**config.mk**
```make
export PLATFORM = sky130hd
export DESIGN_NAME = random_delay_timer_flat
export DESIGN_NICKNAME = d
export VERILOG_FILES = /design/src/rtl/rt_pkg.sv /design/src/rtl/random_delay_timer_if.sv /design/src/rtl/rt_lfsr16.sv /design/src/rtl/random_delay_timer.sv /design/src/flat_wrapper.sv
export SDC_FILE = /design/constraint.sdc
export NUM_CORES = 1
export LEC_CHECK = 0
export ABC_AREA = 0
export BUFFER_PORTS_ARGS = -buffer_cell sky130_fd_sc_hd__buf_2
export CORE_ASPECT_RATIO = 1.2
export CORE_MARGIN = 8
export CORE_UTILIZATION = 59
export DETAILED_ROUTE_END_ITERATION = 10
export GPL_TIMING_DRIVEN = 1
export PLACE_DENSITY = 0.88
export SLEW_MARGIN = 20
export SYNTH_ARGS = -nofsm -noshare
export SYNTH_HDL_FRONTEND = slang
export SYNTH_SLANG_ARGS = --single-unit
```
**constraint.sdc**
```tcl
create_clock -name clk -period 3 [get_ports clk]
set_input_delay 0 -clock clk [delete_from_list [all_inputs] [get_ports clk]]
set_output_delay 0 -clock clk [all_outputs]
set_load 0.1 [all_outputs]
```
**src/rtl/rt_pkg.sv**
```systemverilog
// Shared definitions for the reaction-timer controller slice:
// timer FSM states, LFSR feedback taps and the BCD score width.
package rt_pkg;

  typedef enum logic [1:0] {
    IDLE  = 2'd0,
    COUNT = 2'd1,
    DONE  = 2'd2
  } rt_state_t;

  // Right-shift Galois taps for x^16 + x^14 + x^13 + x^11 + 1
  localparam logic [15:0] LFSR_TAPS = 16'hB400;

  // BCD score width shared with the controller and the BCD counter
  localparam int RT_SCORE_W = 12;

endpackage

```
**src/rtl/random_delay_timer_if.sv**
```systemverilog
// Handshake between the reaction-timer controller (master) and the
// random delay timer (slave).
interface random_delay_timer_if;
  logic        en;
  logic        react;
  logic        downcount;
  logic        busy;
  logic [15:0] remaining_ms;
  logic        false_start;

  modport master (
    output en, react,
    input  downcount, busy, remaining_ms, false_start
  );

  modport slave (
    input  en, react,
    output downcount, busy, remaining_ms, false_start
  );
endinterface

```
**src/rtl/rt_lfsr16.sv**
```systemverilog
// Free-running 16-bit Galois LFSR with optional bit-0 entropy mixing.
// A next state of zero would lock the register, so it is replaced by seed.
module rt_lfsr16
  import rt_pkg::*;
(
  input  logic        clk,
  input  logic        reset,
  input  logic [15:0] seed,
  input  logic        mix_in,
  input  logic        mix_en,
  output logic [15:0] q
);

  logic [15:0] q_reg;
  logic [15:0] step_next;
  logic [15:0] mixed_next;
  logic [15:0] q_next;

  genvar gi;
  generate
    for (gi = 0; gi < 16; gi++) begin : g_step
      if (gi == 15) begin : g_top
        assign step_next[gi] = LFSR_TAPS[gi] & q_reg[0];
      end else begin : g_mid
        assign step_next[gi] = q_reg[gi+1] ^ (LFSR_TAPS[gi] & q_reg[0]);
      end
    end
  endgenerate

  assign mixed_next = {step_next[15:1], step_next[0] ^ (mix_in & mix_en)};
  assign q_next     = (mixed_next == 16'h0000) ? seed : mixed_next;

  // Advance every clock; reset reloads the seed
  always_ff @(posedge clk or posedge reset) begin
    if (reset) q_reg <= seed;
    else       q_reg <= q_next;
  end

  assign q = q_reg;

endmodule

```
**src/rtl/random_delay_timer.sv**
```systemverilog
// Random delay timer: on a rising en it loads MIN_MS + random span and
// counts it down on a CLK_HZ/TICK_HZ prescaled tick, then holds downcount
// until en drops. Optional macro FALSE_START_EN adds a synchronised
// early-press abort (false_start pulse) and mixes the button into the LFSR.
module random_delay_timer
  import rt_pkg::*;
#(
  parameter int          CLK_HZ     = 50000000,
  parameter int          TICK_HZ    = 1000,
  parameter int          MIN_MS     = 1000,
  parameter int          RANGE_BITS = 12,
  parameter logic [15:0] LFSR_SEED  = 16'hACE1
) (
  input logic                 clk,
  input logic                 reset,
  random_delay_timer_if.slave bus
);

  localparam int DIV       = CLK_HZ / TICK_HZ;
  localparam int PW        = (DIV > 1) ? $clog2(DIV) : 1;
  localparam int MAX_DELAY = MIN_MS + (2 ** RANGE_BITS) - 1;

  generate
    if (DIV < 2) begin : g_chk_div
      $error("random_delay_timer: CLK_HZ/TICK_HZ must be >= 2");
    end
    if (RANGE_BITS < 1 || RANGE_BITS > 15) begin : g_chk_range
      $error("random_delay_timer: RANGE_BITS must be within 1..15");
    end
    if (MAX_DELAY > 65535) begin : g_chk_width
      $error("random_delay_timer: MIN_MS + 2**RANGE_BITS - 1 exceeds 16 bits");
    end
    if (LFSR_SEED == 16'h0000) begin : g_chk_seed
      $error("random_delay_timer: LFSR_SEED must be non-zero");
    end
  endgenerate

  rt_state_t   state_reg;
  logic [15:0] count_reg;
  logic [PW-1:0] presc_reg;
  logic        en_q_reg;
  logic        downcount_reg;
  logic        busy_reg;
  logic [15:0] lfsr_q;
  logic [15:0] load_val;
  logic        mix_in;
  logic        mix_en;
  logic        press_abort;
  logic        unused_lfsr;

`ifdef FALSE_START_EN
  logic [1:0] sync_reg;
  logic       react_s;
  logic       false_start_reg;

  // Two-flop synchroniser for the asynchronous active-low button
  always_ff @(posedge clk or posedge reset) begin
    if (reset) sync_reg <= 2'b11;
    else       sync_reg <= {sync_reg[0], bus.react};
  end

  assign react_s     = sync_reg[1];
  assign mix_in      = react_s;
  assign mix_en      = 1'b1;
  assign press_abort = ~react_s;

  // One-clock pulse following an early-press abort edge
  always_ff @(posedge clk or posedge reset) begin
    if (reset) false_start_reg <= 1'b0;
    else       false_start_reg <= (state_reg == COUNT) && bus.en && !react_s;
  end

  assign bus.false_start = false_start_reg;
`else
  logic unused_react;
  assign unused_react    = bus.react;
  assign mix_in          = 1'b0;
  assign mix_en          = 1'b0;
  assign press_abort     = 1'b0;
  assign bus.false_start = 1'b0;
`endif

  rt_lfsr16 u_lfsr (
    .clk    (clk),
    .reset  (reset),
    .seed   (LFSR_SEED),
    .mix_in (mix_in),
    .mix_en (mix_en),
    .q      (lfsr_q)
  );

  // Only the low RANGE_BITS feed the delay; the rest just keep the sequence long
  assign unused_lfsr = ^lfsr_q[15:RANGE_BITS];
  assign load_val    = 16'(MIN_MS) + 16'(lfsr_q[RANGE_BITS-1:0]);

  // Timer FSM: start-edge load, prescaled countdown, expired hold
  always_ff @(posedge clk or posedge reset) begin
    if (reset) begin
      state_reg     <= IDLE;
      count_reg     <= 16'd0;
      presc_reg     <= '0;
      en_q_reg      <= 1'b0;
      downcount_reg <= 1'b0;
      busy_reg      <= 1'b0;
    end else begin
      en_q_reg <= bus.en;
      case (state_reg)
        IDLE: begin
          if (bus.en && !en_q_reg) begin
            count_reg <= load_val;
            presc_reg <= '0;
            busy_reg  <= 1'b1;
            state_reg <= COUNT;
          end
        end
        COUNT: begin
          if (!bus.en || press_abort) begin
            count_reg <= 16'd0;
            presc_reg <= '0;
            busy_reg  <= 1'b0;
            state_reg <= IDLE;
          end else if (presc_reg == PW'(DIV - 1)) begin
            presc_reg <= '0;
            if (count_reg <= 16'd1) begin
              count_reg     <= 16'd0;
              busy_reg      <= 1'b0;
              downcount_reg <= 1'b1;
              state_reg     <= DONE;
            end else begin
              count_reg <= count_reg - 16'd1;
            end
          end else begin
            presc_reg <= presc_reg + PW'(1);
          end
        end
        DONE: begin
          if (!bus.en) begin
            downcount_reg <= 1'b0;
            state_reg     <= IDLE;
          end
        end
        default: begin
          state_reg <= IDLE;
        end
      endcase
    end
  end

  assign bus.downcount    = downcount_reg;
  assign bus.busy         = busy_reg;
  assign bus.remaining_ms = count_reg;

endmodule

```
**src/flat_wrapper.sv**
```systemverilog
// flat-port wrapper written by rule: the top's interface ports become plain ports
module random_delay_timer_flat import rt_pkg::*;
#(
  parameter int          CLK_HZ     = 50000000,
  parameter int          TICK_HZ    = 1000,
  parameter int          MIN_MS     = 1000,
  parameter int          RANGE_BITS = 12,
  parameter logic [15:0] LFSR_SEED  = 16'hACE1
)
  (clk, reset, bus_en, bus_react, bus_downcount, bus_busy, bus_remaining_ms, bus_false_start);
  random_delay_timer_if bus_i ();
  input logic clk;
  input logic reset;
  input wire logic [$bits(bus_i.en)-1:0] bus_en;
  input wire logic [$bits(bus_i.react)-1:0] bus_react;
  output wire logic [$bits(bus_i.downcount)-1:0] bus_downcount;
  output wire logic [$bits(bus_i.busy)-1:0] bus_busy;
  output wire logic [$bits(bus_i.remaining_ms)-1:0] bus_remaining_ms;
  output wire logic [$bits(bus_i.false_start)-1:0] bus_false_start;
  assign bus_i.en = bus_en;
  assign bus_i.react = bus_react;
  assign bus_downcount = bus_i.downcount;
  assign bus_busy = bus_i.busy;
  assign bus_remaining_ms = bus_i.remaining_ms;
  assign bus_false_start = bus_i.false_start;
  random_delay_timer #(.CLK_HZ(CLK_HZ), .TICK_HZ(TICK_HZ), .MIN_MS(MIN_MS), .RANGE_BITS(RANGE_BITS), .LFSR_SEED(LFSR_SEED)) u_core (.clk(clk), .reset(reset), .bus(bus_i));
endmodule
```
* Word-level counts from Yosys, hierarchy flattened
Index checks and enable logic that the tools add are counted.
Storage, ports and cells: bits in registers 53, input bits 4, word-level logic and storage cells 61
Cells by class: add/sub/neg operators 3, order comparisons 1, equality and inequality tests 10, mux-type cells 26, bitwise logic cells 3, reductions and logical operators 11
Operators by type and width (count):
- $mux W16 | 8
- $pmux W16 S2 | 2
- $add A16 B1 Y16 const B | 1
- $eq A16 B16 Y1 const B | 1
- $le A16 B1 Y1 const B | 1
- $logic_not A16 Y1 | 1
- $sub A16 B1 Y16 const B | 1
- $add A10 B12 Y13 const A | 1
- $mux W2 | 5
- $mux W1 | 8
- $reduce_and A4 Y1 | 2
- $ne A2 B1 Y1 const B | 3
- $ne A3 B2 Y1 const B | 2
- $pmux W2 S3 | 1
- $reduce_and A5 Y1 | 1
- $ne A2 B2 Y1 const B | 2
- $pmux W1 S2 | 2
- $reduce_bool A2 Y1 | 2
- $reduce_and A3 Y1 | 1
- $xor A1 B1 Y1 | 3
- $eq A2 B1 Y1 const B | 1
- $eq A2 B2 Y1 const B | 1
- $logic_not A2 Y1 | 1
- $reduce_and A2 Y1 | 1
- other kinds (2) | 2

* Logic depth before layout (Yosys ltp)
depth after elaboration 5, mapped depth 7, gate-level depth less buffers 7

* Worst setup path after synthesis
No wires, ideal clock.
kind register to register, start reg u_core.count_reg[1], in the netlist u_core.bus.remaining_ms[1], end reg u_core.count_reg[14], in the netlist u_core.bus.remaining_ms[14], library setup time 0.083 ns, arrival 2.884 ns, slack 0.034 ns, stages on the path, launching flop included 8, buffers on the path 0, clock period less this slack 2.966 ns, cells stage by stage dfrtp_1 > inv_1 > ha_1 > or3b_2 > or3_4 > or4b_1 > or3_1 > o21ai_0
Between the ends: word-level cells in the longest chain between the ends 5, elaborated cells between the ends (all ways) 6
RTL lines:
- start: declaration | line random_delay_timer.sv:39 | logic [15:0] count_reg;
- start signal: assignment | line random_delay_timer.sv:110 | count_reg <= load_val;
- start signal: assignment | line random_delay_timer.sv:130 | count_reg <= count_reg - 16'd1;
- $sub A16 B1 Y16 or $le A16 B1 Y1 (tied branches) | line random_delay_timer.sv:130, random_delay_timer.sv:124
- $mux W16 * | line random_delay_timer.sv:124 | if (count_reg <= 16'd1) begin
- $mux W16 * | line random_delay_timer.sv:122 | end else if (presc_reg == PW'(DIV - 1)) begin
- $mux W16 * | line random_delay_timer.sv:117 | if (!bus.en || press_abort) begin
- $pmux W16 S2 * | line random_delay_timer.sv:107 | case (state_reg)
Mark *: on every way between the ends. The rest lies on a longest branch, timed or not. The select of a mux whose other input is x is not followed. A chain may end at the register's enable or synchronous reset.

* Final worst setup path
start reg u_core.count_reg[0], in the netlist u_core.bus.remaining_ms[0], end reg u_core.count_reg[14], in the netlist u_core.bus.remaining_ms[14]
Same word-level chain as after synthesis.

==> impl_results.html <==
<table>
<tr><th>Metric</th><th>Value</th></tr>
<tr><th colspan="2">Job</th></tr>
<tr><td>MaxCap Viol Count</td><td>0</td></tr>
<tr><th colspan="2">Logic synthesis</th></tr>
<tr><td>Synthesis-stage register bit count</td><td>53</td></tr>
<tr><td>Share of the synthesized area in the top cell type</td><td>40.76%</td></tr>
<tr><td>Leading post-synthesis cells by cell area</td><td>sky130_fd_sc_hd__dfrtp_1, sky130_fd_sc_hd__dfstp_2, sky130_fd_sc_hd__o21ai_0</td></tr>
<tr><td>Syn Area/Cell</td><td>9.593 sq um</td></tr>
<tr><td>Part of the Yosys area used for sequential elements</td><td>48.37%</td></tr>
<tr><td>Dominant cell type by area after synthesis</td><td>sky130_fd_sc_hd__dfrtp_1</td></tr>
<tr><td>Mapped Area</td><td>2763 sq um</td></tr>
<tr><td>FFs w/ async S/R, synth</td><td>100.0%</td></tr>
<tr><td>EDFF count, synth</td><td>0</td></tr>
<tr><td>Number of warning messages in the yosys log</td><td>0</td></tr>
<tr><td>Synth unique cells</td><td>56</td></tr>
<tr><td>Most instantiated cells after synthesis</td><td>sky130_fd_sc_hd__dfrtp_1, sky130_fd_sc_hd__o21ai_0, sky130_fd_sc_hd__nand2_1, sky130_fd_sc_hd__nor2_1, sky130_fd_sc_hd__a21oi_1</td></tr>
<tr><td>Post-synthesis cell count</td><td>288</td></tr>
<tr><td>Predominant post-synthesis flop cell</td><td>sky130_fd_sc_hd__dfrtp_1</td></tr>
<tr><td>Syn_nets</td><td>297</td></tr>
<tr><td>Most frequent cell after synthesis</td><td>sky130_fd_sc_hd__dfrtp_1</td></tr>
<tr><th colspan="2">GRT</th></tr>
<tr><td>Aggregate global routing overflow</td><td>0</td></tr>
<tr><td>Met1 Resource Use GR</td><td>21.45%</td></tr>
<tr><td>Vias in the first global route</td><td>2,230</td></tr>
<tr><td>Met2 track utilization from global routing</td><td>29.48%</td></tr>
<tr><td>All-Layer GR Usage</td><td>17.78%</td></tr>
<tr><td>Most used routing layer in global routing</td><td>met2</td></tr>
<tr><td>Antenna violations before repair</td><td>0</td></tr>
<tr><td>Global-route wire length before repair</td><td>10.45 mm</td></tr>
<tr><td>Maximum number of pins on one net before global-route repair</td><td>54</td></tr>
<tr><td>Met3 GRT Util</td><td>4.536%</td></tr>
<tr><th colspan="2">Clocking</th></tr>
<tr><td>PostCTS Resize Cnt</td><td>0</td></tr>
<tr><td>Buffer count from post-CTS setup fixing</td><td>0</td></tr>
<tr><td>Number of CTS-inserted buffers</td><td>5</td></tr>
<tr><td>Clk_lat worst skew</td><td>0.32 ns</td></tr>
<tr><td>CTS Root Buffer Type</td><td>sky130_fd_sc_hd__clkbuf_8</td></tr>
<tr><td>CTS tree</td><td>yes</td></tr>
<tr><td>Max Buffers Root-to-Sink</td><td>2</td></tr>
<tr><td>Clock input transition at the sequential cells of the worst setup and hold paths</td><td>0.11 ns</td></tr>
<tr><td>Sink count of the clock tree</td><td>53</td></tr>
<tr><td>Maximum level of the CTS H-tree</td><td>2</td></tr>
<tr><th colspan="2">Final layout</th></tr>
<tr><td>Proportion of layout cells with a drive suffix above 1</td><td>17.59%</td></tr>
<tr><td>Fin cells</td><td>365</td></tr>
<tr><td>Fill cells</td><td>355</td></tr>
<tr><td>Number of nets in the final layout</td><td>315</td></tr>
<tr><td>Ant. Diodes</td><td>0</td></tr>
<tr><td>Area delta synth-&gt;final</td><td>9.194%</td></tr>
<tr><th colspan="2">Floorplanning</th></tr>
<tr><td>Placeable core area</td><td>4561 sq um</td></tr>
<tr><td>FP Rows</td><td>27</td></tr>
<tr><td>Width of the chip</td><td>78.47 microns</td></tr>
<tr><td>Top-Level Pins</td><td>23</td></tr>
<tr><td>Die extent in y</td><td>90.96 microns</td></tr>
<tr><td>Area of the die</td><td>7137 sq um</td></tr>
<tr><td>Initial Utilization</td><td>60.58%</td></tr>
<tr><th colspan="2">Critical path</th></tr>
<tr><td>Critical path startpoint</td><td>u_core.bus.remaining_ms[0]$_DFFE_PP0P_</td></tr>
<tr><td>Critical path capture point</td><td>u_core.bus.remaining_ms[14]$_DFFE_PP0P_</td></tr>
<tr><td>Type of destination of the critical path</td><td>register</td></tr>
<tr><td>Critical Path AT</td><td>2.87 ns</td></tr>
<tr><td>Data required time at the worst endpoint</td><td>3.25 ns</td></tr>
<tr><td>Startpoint-to-endpoint class of the critical path</td><td>register to register</td></tr>
<tr><td>Crit Path Max Fanout</td><td>7</td></tr>
<tr><td>Type of origin of the critical path</td><td>register</td></tr>
<tr><td>Internal reg-to-reg setup slack</td><td>0.38 ns</td></tr>
<tr><td>Destination of the worst register-to-register timing path</td><td>u_core.bus.remaining_ms[14]$_DFFE_PP0P_</td></tr>
<tr><td>Startpoint of the worst register-to-register path</td><td>u_core.bus.remaining_ms[0]$_DFFE_PP0P_</td></tr>
<tr><td>Worst r2r path cells</td><td>7</td></tr>
<tr><th colspan="2">Timing</th></tr>
<tr><td>Total count of max-transition violations in the final report</td><td>0</td></tr>
<tr><td>Endpoints failing hold</td><td>0</td></tr>
<tr><td>Final setup TNS</td><td>0 ns</td></tr>
<tr><td>Final setup fails</td><td>0</td></tr>
<tr><td>Transition time of the tightest slew-check pin</td><td>0.8986 ns</td></tr>
<tr><td>Final Cycle Share</td><td>87.35%</td></tr>
<tr><td>Post-route clock skew</td><td>0.01446 ns</td></tr>
<tr><td>Period minus WS final</td><td>2.620 ns</td></tr>
<tr><td>Fmax</td><td>0.3816 GHz</td></tr>
<tr><td>RSZ-0062 raised after global routing</td><td>no</td></tr>
<tr><td>Worst max-slew margin expressed relative to the limit</td><td>40.09%</td></tr>
<tr><th colspan="2">Routing</th></tr>
<tr><td>Routed vias/inst</td><td>6.132</td></tr>
<tr><td>Number of vias after detailed routing</td><td>2,238</td></tr>
<tr><td>DR DRC count</td><td>0</td></tr>
<tr><td>Residual antenna-violating net count after detailed routing</td><td>0</td></tr>
<tr><td>Initial detailed-routing violation count</td><td>219</td></tr>
<tr><td>Final routed wirelength across all metal layers</td><td>6.121 mm</td></tr>
<tr><td>Routed WL per cell</td><td>16.77 microns</td></tr>
<tr><td>DRT Pass-1 Iters</td><td>4</td></tr>
<tr><th colspan="2">Worst hold path</th></tr>
<tr><td>Worst min-delay path category</td><td>input port to asynchronous set/reset pin</td></tr>
<tr><th colspan="2">Placement</th></tr>
<tr><td>Post-Place Cells</td><td>355</td></tr>
<tr><td>Global placement routability congestion</td><td>0.8412</td></tr>
<tr><td>IO buf count</td><td>20</td></tr>
<tr><td>Detailed Place HPWL</td><td>4.352 mm</td></tr>
<tr><th colspan="2">Pwr</th></tr>
<tr><td>Leakage dissipation</td><td>0.001272 uW</td></tr>
<tr><td>Worst supply voltage drop on vdd</td><td>655.4 uV</td></tr>
<tr><td>Power density normalized to cell area</td><td>948.6 nW/um^2</td></tr>
<tr><th colspan="2">Outcome</th></tr>
<tr><td>Outcome</td><td>finished, final reports clean</td></tr>
</table>
layout by cell type, fill, tap and decap left out, types with 4 or more instances in the layout:
cell type / instances
sky130_fd_sc_hd__xor2_1: 9
sky130_fd_sc_hd__nor4_1: 5
sky130_fd_sc_hd__or2_2: 8
sky130_fd_sc_hd__nand4_1: 4
sky130_fd_sc_hd__buf_2: 20
sky130_fd_sc_hd__dfstp_2: 8
sky130_fd_sc_hd__dfrtp_1: 45
sky130_fd_sc_hd__nand2_1: 19
sky130_fd_sc_hd__or3_1: 6
sky130_fd_sc_hd__a21oi_1: 16
sky130_fd_sc_hd__nand3_1: 9
sky130_fd_sc_hd__inv_1: 11
sky130_fd_sc_hd__ha_1: 5
sky130_fd_sc_hd__nand2b_1: 4
sky130_fd_sc_hd__nor2_1: 18
sky130_fd_sc_hd__nor3_1: 11
sky130_fd_sc_hd__and3_1: 4
sky130_fd_sc_hd__a22oi_1: 4
sky130_fd_sc_hd__xnor2_1: 8
sky130_fd_sc_hd__clkbuf_8: 5
sky130_fd_sc_hd__o21ai_0: 28
kinds of logic after synthesis:
family          synth area share, %
compound gates                17.80
xor+xnor                      5.390
fa+ha+maj                     2.264
buf+inv                       3.940
flops                         48.37
other cells                  0.1357
simple gates                  22.10
critical path: stages (launching register included):
cell and delay (ns):
sky130_fd_sc_hd__dfrtp_1 0.45, sky130_fd_sc_hd__inv_1 0.08, sky130_fd_sc_hd__ha_1 0.19, sky130_fd_sc_hd__or3b_2 0.52, sky130_fd_sc_hd__or3_4 0.38, sky130_fd_sc_hd__or4b_1 0.53
sky130_fd_sc_hd__or3_1 0.32, sky130_fd_sc_hd__o21ai_0 0.07
routing by layer:
metal,part of all wire [%],routed length (microns)
met2,51,3097
met4,1.6,96
met5,0,0
met3,5.0,309
met1,43,2618
power by group:
part / total (uW) / switching [uW] / internal (uW)
clock network: 434 / 259 / 175
logic: 1450 / 1120 / 332
registers: 973 / 150 / 823
worst min-delay path by stage:
stage	start	end	slack (ns)	cells past startpoint
global route	bus_en	u_core.en_q_reg$_DFF_PP0_	0.40	2
detailed placement	bus_en	u_core.en_q_reg$_DFF_PP0_	0.17	1
floorplan	bus_en	u_core.en_q_reg$_DFF_PP0_	0.03	0
CTS	bus_en	u_core.en_q_reg$_DFF_PP0_	0.39	2
finish	reset	u_core.bus.remaining_ms[0]$_DFFE_PP0P_	0.38	3
global placement	bus_en	u_core.en_q_reg$_DFF_PP0_	0.18	1
per-stage QoR:
step	util (%)	total power [uW]	hold slack [ns]	area, sq um	setup WS [ns]
4_1_cts	66.04	2856	0.3909	3012	0.3759
2_1_floorplan	-	2127	0.03143	2763	0.03379
3_5_place_dp	63.46	2418	0.1750	2894	0.4072
6_report	66.15	2862	0.3824	3017	0.3795
3_3_place_gp	63.46	2384	0.1771	2894	0.4465
5_1_grt	66.15	3002	0.4041	3017	0.2315
repair_timing:
action | in CTS | in global routing
endpoints found under the setup margin | 0 | 0
endpoints found under the hold margin | 47 | 0
hold buffers | 2 | 0
cell type report:
cell class	instances	area, sq um	share of cell area, %
clock buffers	5	68.82	2.281
clock inverters	3	28.78	0.9540
inverters	12	46.29	1.535
multi-input cells	209	1321	43.80
flip-flops and latches	53	1336	44.30
well taps	58	72.57	2.406
repair buffers	25	142.6	4.728
Note: power is estimated with default switching activity, not from simulation.
